[config.mk]
export PLATFORM = sky130hd
export DESIGN_NAME = mux_81_rr_arbiter
export DESIGN_NICKNAME = d
export VERILOG_FILES = /design/src/rtl/mux_81_rr_arbiter.sv
export SDC_FILE = /design/constraint.sdc
export NUM_CORES = 1
export LEC_CHECK = 0
export BUFFER_PORTS_ARGS = -buffer_cell sky130_fd_sc_hd__buf_4
export CAP_MARGIN = 20
export CORE_MARGIN = 2
export CORE_UTILIZATION = 40
export CTS_BUF_LIST = sky130_fd_sc_hd__clkbuf_4 sky130_fd_sc_hd__clkbuf_8 sky130_fd_sc_hd__clkbuf_16
export CTS_CLUSTER_DIAMETER = 60
export CTS_CLUSTER_SIZE = 30
export DETAILED_ROUTE_END_ITERATION = 8
export PLACE_DENSITY = 0.57
export SETUP_SLACK_MARGIN = 0.5
export SYNTH_ARGS = -nofsm -noshare
export SYNTH_HDL_FRONTEND = slang
export SYNTH_SLANG_ARGS = --single-unit
[constraint.sdc]
create_clock -name clk -period 11 [get_ports clk]
set_input_delay 0.55 -clock clk [delete_from_list [all_inputs] [get_ports clk]]
set_output_delay 0.55 -clock clk [all_outputs]
set_load 0.02 [all_outputs]
[src/rtl/mux_81_rr_arbiter.sv]
// Round-robin arbiter in front of an 8:1 mux: grants one of eight requesters,
// drives the mux selects to its index and bounds each grant with a hold timeout.
module mux_81_rr_arbiter #(
  parameter int MAX_HOLD = 16,
  parameter int CNT_W    = 5
) (
  input  logic       clk,
  input  logic       rst_n,
  input  logic [7:0] req,
  input  logic       done,
  output logic [7:0] gnt,
  output logic       valid,
  output logic       s0,
  output logic       s1,
  output logic       s2,
  output logic       timeout
);

  localparam logic [0:0] IDLE  = 1'b0;
  localparam logic [0:0] GRANT = 1'b1;

  // With MAX_HOLD=0 this wraps to all-ones, so the counter simply saturates at its max.
  localparam logic [CNT_W-1:0] HoldLast = CNT_W'(MAX_HOLD - 1);

  logic [0:0]       state_q, state_d;
  logic [2:0]       ptr_q, ptr_d;
  logic [2:0]       sel_q, sel_d;
  logic [7:0]       gnt_q, gnt_d;
  logic [CNT_W-1:0] cnt_q, cnt_d;
  logic             timeout_q, timeout_d;

  logic [2:0] pickIdx;
  logic [2:0] scanIdx;
  logic       pickFound;
  logic       capHit;
  logic       release_;

  // Scan from the farthest slot back toward ptr so the closest requester wins.
  always_comb begin
    pickIdx   = ptr_q;
    pickFound = 1'b0;
    scanIdx   = ptr_q;
    for (int d = 7; d >= 0; d--) begin
      scanIdx = ptr_q + 3'(d);
      if (req[scanIdx]) begin
        pickIdx   = scanIdx;
        pickFound = 1'b1;
      end
    end
  end

  assign capHit   = (MAX_HOLD != 0) && (cnt_q == HoldLast);
  assign release_ = done || !req[sel_q] || capHit;

  always_comb begin
    state_d   = state_q;
    ptr_d     = ptr_q;
    sel_d     = sel_q;
    gnt_d     = gnt_q;
    cnt_d     = cnt_q;
    timeout_d = 1'b0;
    case (state_q)
      IDLE: begin
        if (pickFound) begin
          state_d = GRANT;
          sel_d   = pickIdx;
          gnt_d   = 8'b1 << pickIdx;
          cnt_d   = '0;
        end
      end
      default: begin
        if (cnt_q != HoldLast) begin
          cnt_d = cnt_q + 1'b1;
        end
        if (release_) begin
          state_d   = IDLE;
          gnt_d     = 8'h00;
          ptr_d     = sel_q + 3'd1;
          timeout_d = capHit && !done && req[sel_q];
        end
      end
    endcase
  end

  always_ff @(posedge clk) begin
    if (!rst_n) begin
      state_q   <= IDLE;
      ptr_q     <= 3'd0;
      sel_q     <= 3'd0;
      gnt_q     <= 8'h00;
      cnt_q     <= '0;
      timeout_q <= 1'b0;
    end else begin
      state_q   <= state_d;
      ptr_q     <= ptr_d;
      sel_q     <= sel_d;
      gnt_q     <= gnt_d;
      cnt_q     <= cnt_d;
      timeout_q <= timeout_d;
    end
  end

  assign gnt     = gnt_q;
  assign valid   = (state_q == GRANT);
  assign s0      = sel_q[2];
  assign s1      = sel_q[1];
  assign s2      = sel_q[0];
  assign timeout = timeout_q;

endmodule
### After elaboration in Yosys (flattened, before gate mapping)

Index checks and enable logic that the tools add are counted.

* bits in registers: 21
* input bits: 11
* output and inout bits: 13
* word-level logic and storage cells: 85

* add/subtract/negate cells: 9
* magnitude comparators: 9
* equality and inequality tests: 4
* shift operators: 1
* multiplexer cells: 43
* bitwise logic cells: 1
* reduce and logical (&&, ||, !) cells: 12

Operator list (count)
* 3-bit by 4-bit < comparator with 1-bit output, second input constant: 9
* 1-bit binary-select mux with 3-bit select: 9
* 3-bit 2-to-1 mux: 8
* 8-bit 2-to-1 mux: 3
* 1-bit 2-to-1 mux: 20
* 5-bit 2-to-1 mux: 3
* 3-bit adder, second input constant: 4
* 2-bit AND reduction: 4
* 1-bit by 3-bit << shifter with 8-bit output, first input constant: 1
* 3-bit by 1-bit adder with 3-bit output, second input constant: 2
* 3-bit by 2-bit adder with 3-bit output, second input constant: 2
* 5-bit by 1-bit adder with 5-bit output, second input constant: 1
* 5-bit by 4-bit equality test with 1-bit output, second input constant: 1
* 5-bit by 4-bit inequality test with 1-bit output, second input constant: 1
* 2-bit by 1-bit inequality test with 1-bit output, second input constant: 2
* 3-bit AND reduction: 1
* 1-bit logical AND: 2
* 1-bit zero test: 2
* 1-bit logical OR: 2
* 2-bit nonzero test: 1
* 1-bit NOT: 1

### Logic depth before layout (Yosys ltp)

Gate-level depths: netlist (run 1).

* depth in word-level cells: 14
* gate-level depth with buffers: 14
* mapped depth without buffers: 9

### Least setup slack after synthesis (run 1)

Ideal clock, no wire load.

* path kind: register to register
* start point: register ptr_q[1]
* end point: register gnt_q[1] (netlist: gnt[1])
* setup time: 61 ps
* data arrival time: 3562 ps
* required time: 10939 ps
* setup slack: 7377 ps
* cell stages (with the launch flop): 13
* path buffers: 4
* clock period less this slack: 3623 ps
* cells stage by stage: dfxtp_1 > buf_6 > clkbuf_1 > inv_1 > ha_1 > buf_2 > buf_2 > mux4_2 > a21oi_1 > a2111oi_0 > or4_1 > a311oi_1 > a32o_1

* word-level cells in the longest chain between the ends: 14
* elaborated cells between the ends (all ways): 44
* those cells by class: add/sub (7); shift (1); mux (34); reduce/logical (2)

RTL lines
* from (decl): line 26 `logic [2:0] ptr_q, ptr_d;`
* from (signal assigned): line 95 `ptr_q <= ptr_d;`
* 3-bit adder: line 44 `scanIdx = ptr_q + 3'(d);`
* 1-bit binary-select mux with 3-bit select: line 45 `if (req[scanIdx]) begin`
* 1-bit 2-to-1 mux (implied by the code): line 45
* 3-bit 2-to-1 mux (8 in a row): line 45
* 1-bit by 3-bit << shifter with 8-bit output: line 67 `gnt_d = 8'b1 << pickIdx;`
* 8-bit 2-to-1 mux: line 64 `if (pickFound) begin`
* 8-bit 2-to-1 mux: line 62 `case (state_q)`
* to (signal assigned): line 97 `gnt_q <= gnt_d;`
* to (decl): line 28 `logic [7:0] gnt_q, gnt_d;`

Several ways; a longest one is shown, not always the timed one. The select of a mux whose other input is x is not followed.
A chain may end at the register's enable or synchronous reset.

### Worst setup path in the final report (run 1)

* start point: register ptr_q[0]
* end point: register gnt_q[3] (netlist: gnt[3])

Same word-level chain as after synthesis.

==> results of run 1 <==
## stage by stage
| step | util [%] | area [sq um] |
|---|---|---|
| final | 46.0 | 2350 |
| after global routing | 46.0 | 2350 |
| after CTS | 46.0 | 2350 |
| after detailed placement | 45.1 | 2300 |
| after global placement | 45.1 | 2300 |
| after floorplan | - | 2130 |
## power groups by stage
stage / Clock [mW] / Sequential [mW] / Combinational, mW
after floorplan: 0 / 0.104 / 0.163
after global placement: 0 / 0.0994 / 0.215
after detailed placement: 0 / 0.0994 / 0.215
after CTS: 0.0547 / 0.0977 / 0.216
after global routing: 0.0572 / 0.0996 / 0.237
final: 0.0517 / 0.0976 / 0.215
## cell usage after synthesis (all sizes together), types with 4 or more instances
master / number / area, sq um
buf: 7 / 47.5
a32o: 9 / 90.1
ha: 5 / 62.6
a22oi: 4 / 30.0
mux2i: 17 / 170
nand3: 5 / 25.0
clkbuf: 14 / 52.6
inv: 8 / 30.0
o21ai: 6 / 30.0
or2: 5 / 31.3
a21oi: 10 / 50.1
nor2: 33 / 126
mux4: 20 / 450
dfxtp: 21 / 420
nand2: 12 / 45.0
a211oi: 7 / 52.6
mux2: 11 / 124
## metal layers
layer | vias to the layer above | wire length, um | track usage, %
met2 | 30 | 2510 | 29.8
met3 | 0 | 174 | 2.82
met1 | 902 | 2510 | 26.0
met4 | 0 | 0 | 1.82
met5 | - | 0 | 0
li1 | 903 | - | -
## cell families (layout without fill, tap and decap cells)
| kind of cell | Yosys count | after routing | synth area share (%) |
|---|---|---|---|
| buffers and inverters | 30 | 38 | 6.29 |
| AO/OA/AOI/OAI | 53 | 53 | 18.5 |
| multiplexers | 48 | 48 | 35.0 |
| adder cells (fa/ha/maj) | 5 | 5 | 2.94 |
| XOR/XNOR | 3 | 3 | 1.24 |
| AND/OR/NAND/NOR | 71 | 71 | 16.2 |
| flip-flops | 21 | 21 | 19.8 |
## worst paths after layout
path	start	end	slack [ns]	depth (start not counted)
worst min register to register	cnt_q[3]	cnt_q[3]	0.46	1
worst min-delay path	cnt_q[3]	cnt_q[3]	0.46	1
worst max register to register	ptr_q[0]	gnt[3]	6.72	10
worst max-delay path	ptr_q[0]	gnt[3]	6.72	10
## worst register-to-register path, cell delays in order (launching register included)
cell and delay (ns):
sky130_fd_sc_hd__dfxtp_1 0.31, sky130_fd_sc_hd__buf_4 0.31, sky130_fd_sc_hd__clkinv_1 0.31, sky130_fd_sc_hd__ha_1 0.89
sky130_fd_sc_hd__mux4_2 0.44, sky130_fd_sc_hd__and2_1 0.17, sky130_fd_sc_hd__o21ai_1 0.16, sky130_fd_sc_hd__a21oi_1 0.08
sky130_fd_sc_hd__or4_1 0.56, sky130_fd_sc_hd__a311oi_1 0.74, sky130_fd_sc_hd__a32o_1 0.27
## flip-flops by register name (all words and copies together), names as in the netlist
signal and flops:
ptr_q 3, sel_q 3, gnt 8, timeout 1, valid 1, cnt_q 5
## layout make-up
| class | count | area (sq um) |
|---|---|---|
| flip-flops and latches | 21 | 420 |
| multi-input cells | 180 | 1570 |
| repair buffers | 25 | 188 |
| fillers | 521 | 2760 |
| well taps | 70 | 87.6 |
| inverters | 9 | 33.8 |
| clock buffers | 4 | 48.8 |
==> results.txt, run 1 <==
----------------------------------------------------
[Clocking]
  # Post-CTS Setup Buffers ... 0
  H-tree levels ... 1
  Number of hold buffers added after CTS ... 0
  Number of resized instances in the post-cts repair step ... 0
  Clock root buffer ... sky130_fd_sc_hd__clkbuf_8
  Register clock-pin slew on the reported worst setup and hold paths ... 0.07 ns
  Number of buffers created by CTS ... 3
  Sinks on the clock net ... 21
  Worst-skew pair later-pin latency ... 0.25 ns
  Clock tree from TritonCTS ... built
  Maximum number of buffers from clock root to sink ... 2

[Logic synthesis]
  Number of enable-type register cells in the synthesized netlist ... 0
  Syn Nets ... 247
  Proportion of synthesized chip area in sequential cells ... 19.8%
  Post-synthesis cell area ... 2130 sq um
  Share of flip-flops with an asynchronous set or reset ... 0%
  Syn Inst Count ... 231
  Count of yosys warnings during synthesis ... 0
  Prevailing post-synth register cell ... sky130_fd_sc_hd__dfxtp_1
  Synth Area per Inst ... 9.21 sq um
  Post-synthesis register bit count ... 21
  Number of distinct library cells after synthesis ... 50

[Floorplan]
  Initial cell density of the core ... 41.6%
  I/O pin count ... 24
  Floorplan core area ... 5110 sq um
  Number of cell rows ... 26
  Y dimension of the die ... 76.9 um
  Width of the chip ... 76.9 um
  Die ar. ... 5920 sq um

[Timing]
  Final min period ... 4.28 ns
  Final worst-path setup slack ... 6.72 ns
  Remaining max-slew budget at the tightest pin ... 39.4%
  Worst Clk Skew ... 0.00178 ns
  Final setup violation count ... 0
  Final cycle utilization of the critical path ... 38.9%
  Final number of hold-violating endpoints ... 0
  Final number of max-transition violations ... 0
  Worst-margin pin slew ... 0.908 ns
  RSZ-0062 raised after global routing ... no
  Setup TNS ... 0 ns
  Fmax ... 0.234 GHz
  Worst hold-check slack ... 0.461 ns

[Critical path]
  CP endpoint kind ... register
  Family with the most delay on the worst path ... compound AO/OA/AOI/OAI gates
  Critical path class ... register to register
  Worst endpoint required time ... 11.20 ns
  Slowest library cell on the worst path ... sky130_fd_sc_hd__ha_1
  Data arrival time of the worst path ... 4.48 ns
  Element type at the critical path start ... register
  Cell Chain, Critical Path ... buf_4, clkinv_1, ha_1, mux4_2, and2_1, o21ai_1, a21oi_1, or4_1, a311oi_1, a32o_1
  Largest incremental delay on the critical path ... 0.89 ns
  Largest fanout of any net on the critical path ... 24
  Buffering stage count on the worst path with inverters included ... 2

[Run status]
  Status ... finished clean

[Pwr]
  Internal Dissipation ... 0.213 mW
  IR Drop Worst-Case VDD ... 76.2 uV
  Clock share of power ... 14.2%
  Net Sw Frac ... 41.6%
  Logic pwr share ... 59.0%
  Net switching power ... 0.152 mW
  Sequential cell fraction of total power ... 26.8%
  P per Cell Area ... 155 nW/um^2
  Leakage dissipation ... 0.871 nW
  Total power consumption of the routed design ... 0.364 mW

[Cells and area]
  Layout Nets ... 256
  Layout-stage area growth over the synthesis result ... 10.5%
  Antenna diode count ... 0
  Most common cell after layout, fill and taps aside ... sky130_fd_sc_hd__nor2_1
  Share of post-route cells with drive strength above 1 ... 26.4%
  Post-layout instance count excluding filler cells ... 309
  Highest-count cells in the layout ignoring fill and taps ... sky130_fd_sc_hd__nor2_1 (32), sky130_fd_sc_hd__buf_4 (25), sky130_fd_sc_hd__dfxtp_1 (21)

[Global route]
  Maximum number of pins on one net before global-route repair ... 28
  Vias in the first global route ... 1,756
  First-pass GRT wire length ... 8860 um
  Total congestion overflow ... 0
  Global routing usage summed across all routing layers ... 18.1%
  Number of antenna violations at the first check in global routing ... 0

[Detailed routing]
  Detailed-route vias per instance ... 5.94
  Number of remaining DRC errors ... 0
  Starting DRT DRC Count ... 178
  DRT Pass-1 Iters ... 4
  Total length of routed wires ... 5200 um
  Post-route ant nets ... 0
  Via count ... 1,835
  Wire per inst ... 16.8 um

[Placement]
  Post-detailed-placement half-perimeter wirelength ... 3710 um
  Setup WS pre-CTS ... 6.73 ns
  Count of buffers from port buffering ... 23
  Weighted congestion at the end of routability-driven global placement ... 0.816
  Placed insts ... 305

[Run]
  Max capacitance violation total ... 0

[Min path]
  Tightest Hold Check Type ... register to register

----------------------------------------------------
Power figures use the tool's default switching activity.
==> run 2: changes to the inputs <==
Settings changed: ABC_AREA from default to 1, PLACE_DENSITY 0.57 to 0.6.
Clock period 11 ns to 3.9 ns, I/O delays scaled along.
==> results.txt, run 2 <==
----------------------------------------------------
[Critical path]
  Largest fanout of any net on the critical path ... 12
  Worst endpoint required time ... 4.09 ns
  Critical R2R Capture ... gnt[1]
  Worst R2R Start ... ptr_q[0]
  R2r setup slk ... 1.15 ns
  Element type at the critical path start ... register
  Critical path class ... register to register
  Data arrival time of the worst path ... 2.94 ns
  CP endpoint kind ... register
  Number of cells on the worst reg-to-reg path ... 15

[Cells and area]
  Layout Nets ... 307
  Area of combinational cells with multiple inputs ... 1080 sq um
  Post-layout util ... 48.4%
  Share of post-route cells with drive strength above 1 ... 23.4%
  Most common cell after layout, fill and taps aside ... sky130_fd_sc_hd__nand2_1
  Combined flip-flop and latch cell area ... 420 sq um
  Antenna diode count ... 0
  Highest-count cells in the layout ignoring fill and taps ... sky130_fd_sc_hd__nand2_1 (57), sky130_fd_sc_hd__nand3_1 (37), sky130_fd_sc_hd__inv_1 (29), sky130_fd_sc_hd__nor2_1 (29), sky130_fd_sc_hd__buf_4 (24)
  Flip-flop count of the largest register, all copies and words added ... 8
  Filler instances ... 442
  Layout-stage area growth over the synthesis result ... 15.0%

[Detailed routing]
  Wire per inst ... 11.7 um
  Detailed-route vias per instance ... 4.91
  DRT Pass-1 Iters ... 4
  Via count ... 1,671
  Total length of routed wires ... 3990 um
  Number of remaining DRC errors ... 0
  Post-route ant nets ... 0
  Starting DRT DRC Count ... 96

[Pwr]
  Logic pwr share ... 64.8%
  Sequential cell fraction of total power ... 23.8%
  Clock share of power ... 11.4%
  IR Drop Worst-Case VDD ... 354 uV
  Net Sw Frac ... 50.8%
  Net switching power ... 0.647 mW
  Leakage dissipation ... 0.925 nW
  Internal Dissipation ... 0.627 mW
  P per Cell Area ... 654 nW/um^2
  Total power consumption of the routed design ... 1.27 mW

[Timing]
  Final worst-path setup slack ... 1.15 ns
  Final cycle utilization of the critical path ... 70.5%
  Final min period ... 2.75 ns
  Final number of max-transition violations ... 0
  RSZ-0062 raised after global routing ... no
  Final setup violation count ... 0
  Setup TNS ... 0 ns
  Fmax ... 0.364 GHz
  Final number of hold-violating endpoints ... 0
  Remaining max-slew budget at the tightest pin ... 60.4%
  Worst Clk Skew ... 0.00425 ns
  Worst-margin pin slew ... 0.594 ns

[Placement]
  Count of buffers from port buffering ... 23
  Weighted congestion at the end of routability-driven global placement ... 0.877
  Post-detailed-placement half-perimeter wirelength ... 3280 um
  Setup WS pre-CTS ... 1.18 ns

[Logic synthesis]
  Proportion of synthesized chip area in sequential cells ... 24.8%
  Syn Inst Count ... 266
  Number of distinct library cells after synthesis ... 29
  Synth Area per Inst ... 6.37 sq um
  Fraction of the mapped netlist area in simple logic gates ... 45.5%
  Share of cell area taken by muxes after synthesis ... 0%
  Post-synthesis compound-gate area fraction ... 12.3%
  Area share of xor/xnor cells in the synthesized design ... 2.07%
  Most frequently used cell type in the post-synthesis netlist ... sky130_fd_sc_hd__nand2_1
  Proportion of netlist area held by the largest area contributor ... 24.8%
  Post-synthesis register bit count ... 21
  Count of yosys warnings during synthesis ... 0
  Share of flip-flops with an asynchronous set or reset ... 0%
  Dominant combinational cell family by area after synthesis ... simple AND/OR/NAND/NOR gates
  Number of enable-type register cells in the synthesized netlist ... 0
  Syn Nets ... 282
  Post-synthesis cell area ... 1700 sq um
  Prevailing post-synth register cell ... sky130_fd_sc_hd__dfxtp_1
  Most instantiated cells after synthesis ... sky130_fd_sc_hd__nand2_1 (57), sky130_fd_sc_hd__nand3_1 (37), sky130_fd_sc_hd__inv_1 (29), sky130_fd_sc_hd__nor2_1 (29), sky130_fd_sc_hd__dfxtp_1 (21)
  Area contributors post-synth ... sky130_fd_sc_hd__dfxtp_1 (25%), sky130_fd_sc_hd__nand2_1 (13%), sky130_fd_sc_hd__nand3_1 (11%)
  Adder-cell share of the synthesized area ... 3.69%
  Cell type contributing the most total cell area after synthesis ... sky130_fd_sc_hd__dfxtp_1

[Floorplan]
  I/O pin count ... 24
  Initial cell density of the core ... 42.1%
  Floorplan core area ... 4030 sq um
  Y dimension of the die ... 69.1 um
  Width of the chip ... 69.1 um
  Die ar. ... 4780 sq um
  Number of cell rows ... 23

[Min path]
  Hold Startpoint ... done
  Hold worst-path end ... timeout
  Tightest Hold Check Type ... input port to register
  Number of stages on the worst hold path ... 2

[Run]
  Max capacitance violation total ... 0

[Clocking]
  Worst-skew pair later-pin latency ... 0.26 ns
  Number of buffers created by CTS ... 3
  Register clock-pin slew on the reported worst setup and hold paths ... 0.07 ns
  # Post-CTS Setup Buffers ... 0
  Sinks on the clock net ... 21
  Clock root buffer ... sky130_fd_sc_hd__clkbuf_8
  Clock tree from TritonCTS ... built
  H-tree levels ... 1
  Maximum number of buffers from clock root to sink ... 2
  Number of resized instances in the post-cts repair step ... 0
  Number of hold buffers added after CTS ... 0

[Global route]
  Maximum number of pins on one net before global-route repair ... 17
  Number of antenna violations at the first check in global routing ... 0
  Vias in the first global route ... 1,524
  Met2 Usage GRT ... 30.7%
  Global routing usage summed across all routing layers ... 17.6%
  Met1 Use GR ... 23.2%
  Total congestion overflow ... 0
  First-pass GRT wire length ... 6930 um
  Global-route met3 utilization ... 1.32%
  Highest-utilization routing layer at the global route stage ... met2

[Run status]
  Status ... finished clean

----------------------------------------------------
-- run 2: changes by cell type in the layout (fill, tap and decap cells not counted), sizes merged, moves of 3 or more --
| cell | before | now |
|---|---|---|
| inv | 8 | 40 |
| or2 | 5 | 0 |
| mux2i | 17 | 0 |
| a211oi | 7 | 1 |
| a22oi | 4 | 0 |
| mux4 | 20 | 0 |
| nand2 | 12 | 75 |
| a32o | 9 | 0 |
| mux2 | 11 | 0 |
| and3 | 3 | 0 |
| a21oi | 10 | 20 |
| o21ai | 6 | 12 |
| nand3 | 5 | 42 |
-- run 2: worst max path at each step --
| stage | from | endpoint | cells past startpoint |
|---|---|---|---|
| final | ptr_q[0] | gnt[1] | 15 |
| after global routing | ptr_q[0] | gnt[5] | 15 |
| after CTS | ptr_q[0] | gnt[1] | 15 |
| after detailed placement | ptr_q[0] | gnt[1] | 15 |
| after global placement | ptr_q[0] | gnt[7] | 15 |
| after floorplan | ptr_q[1] | gnt[0] | 16 |
-- run 2: metal layers --
layer | wire length, um | vias up
met3 | 116 | 4
li1 | - | 901
met4 | 43 | 0
met1 | 1920 | 734
met2 | 1910 | 32
met5 | 0 | -
-- run 2: power by group through the flow --
stage	Clock (mW)	Sequential (mW)	Combinational (mW)
2_1_floorplan	0	0.327	0.628
3_3_place_gp	0	0.309	0.831
3_5_place_dp	0	0.309	0.826
4_1_cts	0.154	0.305	0.831
5_1_grt	0.160	0.311	0.941
6_report	0.145	0.303	0.826
-- run 2: cell type report --
class | instances | share of cell area, %
sequential | 21 | 21.6
clock buffer | 4 | 2.50
inverter | 40 | 8.22
multi-input combinational | 201 | 55.3
tap | 50 | 3.21
timing repair buffer | 24 | 9.24
-- run 2: logic make-up (layout without fill, tap and decap cells) --
group | after synthesis | after routing
fa+ha+maj | 5 | 5
buf+inv | 44 | 68
flops | 21 | 21
simple gates | 155 | 155
compound gates | 37 | 37
xor+xnor | 4 | 4
-- run 2: per-stage QoR --
| step | instances | hold slack, ns | instance area (sq um) |
|---|---|---|---|
| 2_1_floorplan | 266 | 0.273 | 1700 |
| 3_3_place_gp | 336 | 0.382 | 1900 |
| 3_5_place_dp | 336 | 0.376 | 1900 |
| 4_1_cts | 340 | 0.0976 | 1950 |
| 5_1_grt | 340 | 0.0941 | 1950 |
| 6_report | 340 | 0.102 | 1950 |
-- run 2: worst max-delay path: stages, from the launching register on --
cell                      delay, ns
sky130_fd_sc_hd__dfxtp_1       0.57
sky130_fd_sc_hd__inv_2         0.18
sky130_fd_sc_hd__ha_1          0.41
sky130_fd_sc_hd__inv_2         0.15
sky130_fd_sc_hd__nand3_1       0.12
sky130_fd_sc_hd__nand3_1       0.14
sky130_fd_sc_hd__nand2_2       0.10
sky130_fd_sc_hd__nor2_4        0.11
sky130_fd_sc_hd__nand3_2       0.09
sky130_fd_sc_hd__o21ai_4       0.28
sky130_fd_sc_hd__inv_4         0.08
sky130_fd_sc_hd__nor2_4        0.16
sky130_fd_sc_hd__inv_2         0.07
sky130_fd_sc_hd__nor2_1        0.09
sky130_fd_sc_hd__nor2_1        0.05
sky130_fd_sc_hd__nor2_1        0.08
==> run 3: changes to the inputs <==
Clock period 3.9 ns to 2.5 ns, I/O delays scaled along.
==> results.txt, run 3 (synthesized netlist as in run 2, its figures left out) <==
----------------------------------------------------
[Run status]
  Status ... finished clean

[Timing]
  Final number of max-transition violations ... 0
  Fmax ... 0.468 GHz
  Worst-margin pin slew ... 0.487 ns
  Worst hold-check slack ... 0.0311 ns
  Remaining max-slew budget at the tightest pin ... 67.5%
  Final min period ... 2.14 ns
  Setup TNS ... 0 ns
  Worst Clk Skew ... 0.00302 ns
  Final cycle utilization of the critical path ... 85.4%
  Final number of hold-violating endpoints ... 0
  Final setup violation count ... 0
  RSZ-0062 raised after global routing ... yes

[Cells and area]
  Highest-count cells in the layout ignoring fill and taps ... sky130_fd_sc_hd__nand2_1 (48), sky130_fd_sc_hd__buf_4 (36), sky130_fd_sc_hd__inv_1 (28)
  Most common cell after layout, fill and taps aside ... sky130_fd_sc_hd__nand2_1
  Design Area, Final ... 2300 sq um
  Area of combinational cells with multiple inputs ... 1300 sq um
  Layout Nets ... 320
  Filler instances ... 373
  Layout-stage area growth over the synthesis result ... 35.8%
  Antenna diode count ... 0
  Combined flip-flop and latch cell area ... 429 sq um
  Flip-flop count of the largest register, all copies and words added ... 8
  Share of post-route cells with drive strength above 1 ... 39.3%

[Floorplan]
  Width of the chip ... 69.1 um
  Die ar. ... 4780 sq um
  Number of cell rows ... 23
  Floorplan core area ... 4030 sq um
  Y dimension of the die ... 69.1 um
  I/O pin count ... 24
  Initial cell density of the core ... 42.1%

[Critical path]
  CP endpoint kind ... register
  Worst setup path start ... ptr_q[0]
  Worst R2R Start ... ptr_q[0]
  Element type at the critical path start ... register
  Largest fanout of any net on the critical path ... 6
  Worst endpoint required time ... 2.70 ns
  Critical path class ... register to register
  Data arrival time of the worst path ... 2.33 ns

[Detailed routing]
  Total length of routed wires ... 4520 um
  Starting DRT DRC Count ... 120
  Via count ... 1,782
  Detailed-route vias per instance ... 5.05
  Post-route ant nets ... 0
  Number of remaining DRC errors ... 0
  DRT Pass-1 Iters ... 4
  Wire per inst ... 12.8 um

[Min path]
  Hold Startpoint ... done
  Tightest Hold Check Type ... input port to register

[Placement]
  Post-detailed-placement half-perimeter wirelength ... 3370 um
  Count of buffers from port buffering ... 23
  Area post-placement ... 2000 sq um
  Weighted congestion at the end of routability-driven global placement ... 0.906

[Pwr]
  Leakage dissipation ... 1.05 nW
  IR Drop Worst-Case VDD ... 543 uV
  P per Cell Area ... 1050 nW/um^2

[Clocking]
  Register clock-pin slew on the reported worst setup and hold paths ... 0.08 ns
  Clock tree from TritonCTS ... built
  Sinks on the clock net ... 21
  Number of buffers created by CTS ... 3
  Clock root buffer ... sky130_fd_sc_hd__clkbuf_8
  Number of hold buffers added after CTS ... 0
  Maximum number of buffers from clock root to sink ... 2
  Worst-skew pair later-pin latency ... 0.26 ns
  H-tree levels ... 1

[Global route]
  Global routing usage summed across all routing layers ... 19.1%
  Maximum number of pins on one net before global-route repair ... 17
  Total congestion overflow ... 0
  First-pass GRT wire length ... 7670 um
  Vias in the first global route ... 1,699
  Number of antenna violations at the first check in global routing ... 0

[Run]
  Max capacitance violation total ... 0

----------------------------------------------------
## run 3: layout make-up
class	count	share of cell area, %
Clock buffer	4	2.12
Inverter	40	7.72
Multi-Input combinational cell	201	56.6
Sequential cell	21	18.6
Tap cell	50	2.72
Timing Repair Buffer	37	12.2
## run 3: worst paths after layout
kind,cells after the start,slack (ns),end
worst max-delay path,17,0.36,gnt[0]
worst min-delay path,2,0.03,timeout
worst max register to register,17,0.36,gnt[0]
worst min register to register,2,0.46,gnt[5]
## run 3: critical path: stages, from the launching register on
cell and delay (ns):
sky130_fd_sc_hd__dfxtp_4 0.40, sky130_fd_sc_hd__inv_8 0.04, sky130_fd_sc_hd__ha_4 0.32, sky130_fd_sc_hd__inv_6 0.07
sky130_fd_sc_hd__nand3_4 0.08, sky130_fd_sc_hd__nand3_2 0.08, sky130_fd_sc_hd__nand2_2 0.09, sky130_fd_sc_hd__inv_2 0.05
sky130_fd_sc_hd__o21ai_2 0.14, sky130_fd_sc_hd__nand2_1 0.09, sky130_fd_sc_hd__nand2_2 0.08, sky130_fd_sc_hd__nand2_1 0.06
sky130_fd_sc_hd__nand2_2 0.08, sky130_fd_sc_hd__nand2_4 0.08, sky130_fd_sc_hd__nand3b_1 0.17, sky130_fd_sc_hd__nor2_1 0.12
sky130_fd_sc_hd__nor2_1 0.05, sky130_fd_sc_hd__nor2_1 0.07
## run 3: per-layer routing
layer	global-route usage (%)	up-vias	share of wire [%]
met5	0	-	0
met4	7.19	0	2.9
met1	23.1	806	45
met2	34.2	28	49
met3	2.34	11	2.5
li1	-	937	-
## run 3: stage by stage
stage / util (%) / instances / setup slack [ns] / power (mW)
floorplan: - / 266 / 0.498 / 1.54
global placement: 49.6 / 341 / 0.263 / 1.86
detailed placement: 49.6 / 341 / 0.231 / 1.86
CTS: 54.6 / 351 / 0.405 / 2.26
global route: 57.1 / 353 / 0.228 / 2.60
finish: 57.1 / 353 / 0.365 / 2.41
## run 3: what timing repair did
item                                    in CTS  in global routing
pin swaps                                   16                  9
endpoints found under the setup margin      16                 18
buffers inserted                             6                  2
resized for setup                           27                 20
## run 3: power breakdown
group | internal [mW] | total, mW | switching, mW
Combinational | 0.638 | 1.70 | 1.06
Clock | 0.125 | 0.239 | 0.114
Sequential | 0.402 | 0.471 | 0.0690
Total | 1.17 | 2.41 | 1.24
